--- src/rtl/uart_rx.sv ---
// 8N1 UART receiver: two-flop input synchronizer, mid-bit sampling, and stop-bit check.
// Each good byte produces a one-clock valid pulse. A low stop bit produces a one-clock framing-error pulse.
module uart_rx #(
  parameter int CLKS_PER_BIT = 87
) (
  input  logic       i_Clock,
  input  logic       i_Reset,
  input  logic       i_Rx_Serial,
  output logic       o_Rx_DV,
  output logic [7:0] o_Rx_Byte,
  output logic       o_Rx_Active,
  output logic       o_Rx_Frame_Err
);

  localparam int CW = $clog2(CLKS_PER_BIT);
  localparam logic [CW-1:0] LP_MID  = CW'((CLKS_PER_BIT - 1) / 2);
  localparam logic [CW-1:0] LP_LAST = CW'(CLKS_PER_BIT - 1);

  typedef enum logic [2:0] {
    S_IDLE    = 3'd0,
    S_START   = 3'd1,
    S_DATA    = 3'd2,
    S_STOP    = 3'd3,
    S_CLEANUP = 3'd4
  } state_t;

  state_t          r_state, w_state_nxt;
  logic [CW-1:0]   r_count, w_count_nxt;
  logic [2:0]      r_bit_idx, w_bit_idx_nxt;
  logic [7:0]      r_shift, w_shift_nxt;
  logic [7:0]      r_byte, w_byte_nxt;
  logic            r_dv, w_dv_nxt;
  logic            r_ferr, w_ferr_nxt;
  logic            r_sync1, r_sync2;
  logic            w_rx;

  assign w_rx = r_sync2;

  always_ff @(posedge i_Clock) begin
    if (i_Reset) begin
      r_state   <= S_IDLE;
      r_count   <= '0;
      r_bit_idx <= '0;
      r_shift   <= '0;
      r_byte    <= '0;
      r_dv      <= 1'b0;
      r_ferr    <= 1'b0;
      r_sync1   <= 1'b1;
      r_sync2   <= 1'b1;
    end else begin
      r_state   <= w_state_nxt;
      r_count   <= w_count_nxt;
      r_bit_idx <= w_bit_idx_nxt;
      r_shift   <= w_shift_nxt;
      r_byte    <= w_byte_nxt;
      r_dv      <= w_dv_nxt;
      r_ferr    <= w_ferr_nxt;
      r_sync1   <= i_Rx_Serial;
      r_sync2   <= r_sync1;
    end
  end

  // o_Rx_DV has no ready/back-pressure: it is a single-cycle strobe, and the consumer must take
  // o_Rx_Byte in that cycle. o_Rx_Byte then stays stable until the next good byte arrives.
  always_comb begin
    w_state_nxt   = r_state;
    w_count_nxt   = r_count;
    w_bit_idx_nxt = r_bit_idx;
    w_shift_nxt   = r_shift;
    w_byte_nxt    = r_byte;
    w_dv_nxt      = 1'b0;
    w_ferr_nxt    = 1'b0;
    case (r_state)
      S_IDLE: begin
        w_count_nxt   = '0;
        w_bit_idx_nxt = '0;
        if (!w_rx) w_state_nxt = S_START;
      end
      S_START: begin
        if (r_count == LP_MID) begin
          w_count_nxt = '0;
          w_state_nxt = w_rx ? S_IDLE : S_DATA;
        end else begin
          w_count_nxt = r_count + CW'(1);
        end
      end
      S_DATA: begin
        if (r_count == LP_LAST) begin
          w_count_nxt          = '0;
          w_shift_nxt[r_bit_idx] = w_rx;
          if (r_bit_idx == 3'd7) begin
            w_bit_idx_nxt = '0;
            w_state_nxt   = S_STOP;
          end else begin
            w_bit_idx_nxt = r_bit_idx + 3'd1;
          end
        end else begin
          w_count_nxt = r_count + CW'(1);
        end
      end
      S_STOP: begin
        if (r_count == LP_LAST) begin
          w_count_nxt = '0;
          w_state_nxt = S_CLEANUP;
          if (w_rx) begin
            w_byte_nxt = r_shift;
            w_dv_nxt   = 1'b1;
          end else begin
            w_ferr_nxt = 1'b1;
          end
        end else begin
          w_count_nxt = r_count + CW'(1);
        end
      end
      S_CLEANUP: begin
        // Wait for the line to go high so that a held-low break cannot re-trigger the receiver.
        if (w_rx) w_state_nxt = S_IDLE;
      end
      default: w_state_nxt = S_IDLE;
    endcase
  end

  assign o_Rx_DV        = r_dv;
  assign o_Rx_Byte      = r_byte;
  assign o_Rx_Frame_Err = r_ferr;
  assign o_Rx_Active    = (r_state == S_START) || (r_state == S_DATA) || (r_state == S_STOP);

endmodule

--- config.mk ---
export PLATFORM = sky130hd
export DESIGN_NAME = uart_rx
export DESIGN_NICKNAME = d
export VERILOG_FILES = /design/src/rtl/uart_rx.sv
export SDC_FILE = /design/constraint.sdc
export NUM_CORES = 1
export LEC_CHECK = 0
export BUFFER_PORTS_ARGS = -buffer_cell sky130_fd_sc_hd__buf_2
export CAP_MARGIN = 20
export CORE_AREA = 2 2 52 64
export CTS_CLUSTER_DIAMETER = 80
export DETAILED_ROUTE_END_ITERATION = 10
export DIE_AREA = 0 0 54 66
export GPL_ROUTABILITY_DRIVEN = 0
export PLACE_DENSITY = 0.73
export SYNTH_ARGS = -nofsm -noshare
export SYNTH_HDL_FRONTEND = slang
export SYNTH_SLANG_ARGS = --single-unit
--- constraint.sdc ---
create_clock -name i_Clock -period 2.56 [get_ports i_Clock]
set_input_delay 0.256 -clock i_Clock [delete_from_list [all_inputs] [get_ports i_Clock]]
set_output_delay 0.256 -clock i_Clock [all_outputs]
set_load 0.05 [all_outputs]
==> flow_metrics.tcl <==
set metrics [dict create \
    drtPass1Iterations 4 \
    n_antenna_cell 0 \
    endpoint_kind "register" \
    period_share_pct 76.7 \
    clockRootBuffer "clkbuf_4" \
    multi_input_area_um2 828 \
    status "finished, final reports clean" \
    hold_buffers 0 \
    postRouteAntennaNets 0 \
    p_sw_share_pct 21.2 \
    die_area_mm2 0.00356 \
    synth_commonest_cells "dfxtp_1 (33), a21oi_1 (17), nor2_1 (17)" \
    synth-warning-count 0 \
    dp_hpwl_um 2240 \
    regToRegStartpoint "r_count[0]" \
    r2r_end "o_Rx_Byte[2]" \
    relSlewSlack_pct 51.4 \
    p_comb_share_pct 3.0 \
    switching_power_uw 203 \
    antenna_found_initial 0 \
    ys.flop_type "dfxtp_1" \
    cellLeakagePower_nw 0.676 \
    worst_pin_slew_ns 0.728 \
    start_util_pct 53.1 \
    rr_worst_depth 6 \
    crit_arrival_ns 2.16 \
    setup_violations 0 \
    synthArstFlopShare_pct 0 \
    avgRoutedWirePerCell_um 14.2 \
    fmax_mhz 509 \
    drive_gt1_share_pct 14.8 \
    post_cts_resized 0 \
    synth-seq-area-share_pct 41.9 \
    cp.required_ns 2.76 \
    max_stage_delay_ns 0.52 \
    synthCells 181 \
    clk_latency_ns 0.34 \
    synthesis.nets 188 \
    min_path_type "in -> reg" \
    grt-ovfl-total 0 \
    numCtsBuffers 5 \
    cts.sinks 33 \
    criticalPathCategory "reg -> reg" \
    ys_types 38 \
    totalWireLength_um 3190 \
    cp_cell_sequence "inv_1 -> ha_1 -> and4b_1 -> nand4_1 -> mux2i_1 -> nor2_1" \
    irDropWorstVdd_mv 0.438 \
    io_buffers 13 \
    clock_skew_ns 0.0111 \
    post-route-drc-count 0 \
    std_cell_rows 22 \
    nets 195 \
    synth_area_leaders "dfxtp_1 (42%), a21oi_1 (5.4%), mux2i_1 (5.1%)" \
    fin_setup_tns_ns 0 \
    finalPower_uw 959 \
    clockPowerShare_pct 42.7 \
    period_needed_ns 1.96 \
    die_h_um 66 \
    worstHoldStart "i_Rx_Serial" \
    clk_pin_slew_ns 0.11 \
    crit_slowest_cell "nand4_1" \
    h-tree-depth 2 \
    area_growth_pct 8.17 \
    post_synth.cell_area_avg_um2 8.72 \
    final-seq-area_um2 661 \
    synth_top_area_share_pct 41.9 \
    viasPerCell 5.95 \
    cts_tree "done" \
    ios 14 \
    timing.final.hold_violations 0 \
    p_seq_share_pct 54.3 \
    rsz0062_at_grt "false" \
    powerDensity_mw_per_mm2 562 \
    clk_path_buf_depth 2 \
    yosysTopAreaCell "dfxtp_1" \
    core_mm2 0.00297 \
    synth_area_mm2 0.00158 \
    synthMostInstantiatedCell "dfxtp_1" \
    slew_violations 0 \
    intPower_uw 756 \
    ff2ff_setup_slack_ns 0.60 \
    min_to "r_sync1" \
    synth_edf_count 0 \
    vias 1339 \
    postCtsSetupBuffers 0 \
    grt_use_total_pct 21.0 \
    grt_pass1_wl_um 5620 \
    cp_max_fo 9 \
    dieWidth_um 54 \
    min_path_cells 2 \
    drv_cap 0 \
    drt-initial-drc-count 35 \
    num-fill-cells 287 \
    ys_seq_elements 33 \
    grt_pass1_vias 1322 \
    critPathLaunchType "register" \
    grt_max_degree 34 \
]
layout make-up:
cell class,count,area share [%]
clock buffers,6,3.01
repair buffers,13,3.81
multi-input cells,130,48.5
inverters,5,1.10
flip-flops and latches,33,38.7
well taps,36,2.64
clock inverters,2,2.20
per-layer routing:
| metal | vias up | GRT usage, % | wire, µm |
|---|---|---|---|
| met3 | 6 | 5.43 | 109 |
| met2 | 19 | 37.5 | 1670 |
| li1 | 677 | - | - |
| met4 | 0 | 8.44 | 40 |
| met1 | 637 | 22.9 | 1370 |
| met5 | - | 0 | 0 |
placed cells by master, fill, tap and decap left out, types with 2 or more instances in the layout:
cell type  count
and3_1         2
nand4_1       12
clkbuf_4       5
buf_2         13
mux2i_1        8
nand3_1        7
nor3b_1        2
a21oi_1       17
nor2_1        17
ha_1           4
inv_1          5
o221ai_1       2
nor3_1         7
and2_1         3
o21ai_1        4
o22ai_1        3
o211ai_1       3
a31oi_1        3
dfxtp_1       33
nand2_1       10
o21ai_0        8
or2_2          3
critical path, delay by kind of cell, from the launching register on:
kind,cells,cell delay (ns)
muxes,1,0.33
adders and majority gates,1,0.13
DFF,1,0.35
buffers and inverters,1,0.08
and+or+nand+nor,3,0.94
metrics by stage:
stage          util [%]  cells  setup slack [ns]  area, µm²  hold slack [ns]
2_1_floorplan         -    181             0.914       1580            0.335
3_3_place_gp       54.4    217             0.692       1620            0.391
3_5_place_dp       54.4    217             0.615       1620            0.398
4_1_cts            57.4    225             0.604       1710           0.0807
5_1_grt            57.4    225             0.416       1710           0.0862
6_report           57.4    225             0.596       1710           0.0923
cell families after synthesis:
kind of cell / count (synthesis) / share of synthesized area (%)
buf+inv: 18 / 5.63
flops: 33 / 41.9
simple gates: 74 / 26.2
compound gates: 44 / 18.1
fa+ha+maj: 4 / 3.17
mux: 8 / 5.08
sequential cells by signal, summed over array words and instances (netlist names):
register,flops
o_Rx_Byte,8
r_shift,8
r_count,7
r_bit_idx,3
r_state,3
o_Rx_DV,1
o_Rx_Frame_Err,1
r_sync1,1
r_sync2,1
worst max path at each step:
stage	slack [ns]	endpoint	startpoint	depth (start not counted)
4_1_cts	0.60	o_Rx_Byte[2]	r_count[0]	6
3_5_place_dp	0.61	o_Rx_Byte[5]	r_count[0]	6
2_1_floorplan	0.91	o_Rx_Active	r_state[1]	3
6_report	0.60	o_Rx_Byte[2]	r_count[0]	6
5_1_grt	0.42	o_Rx_Byte[6]	r_count[0]	6
3_3_place_gp	0.69	o_Rx_Byte[7]	r_count[0]	6
power groups by stage:
stage	sequential, mW	clock [mW]	combinational, mW
finish	0.521	0.410	0.0283
global route	0.522	0.442	0.0310
CTS	0.521	0.421	0.0283
detailed placement	0.533	0	0.0282
global placement	0.533	0	0.0273
floorplan	0.529	0	0.0261
(Power assumes the default switching activity.)
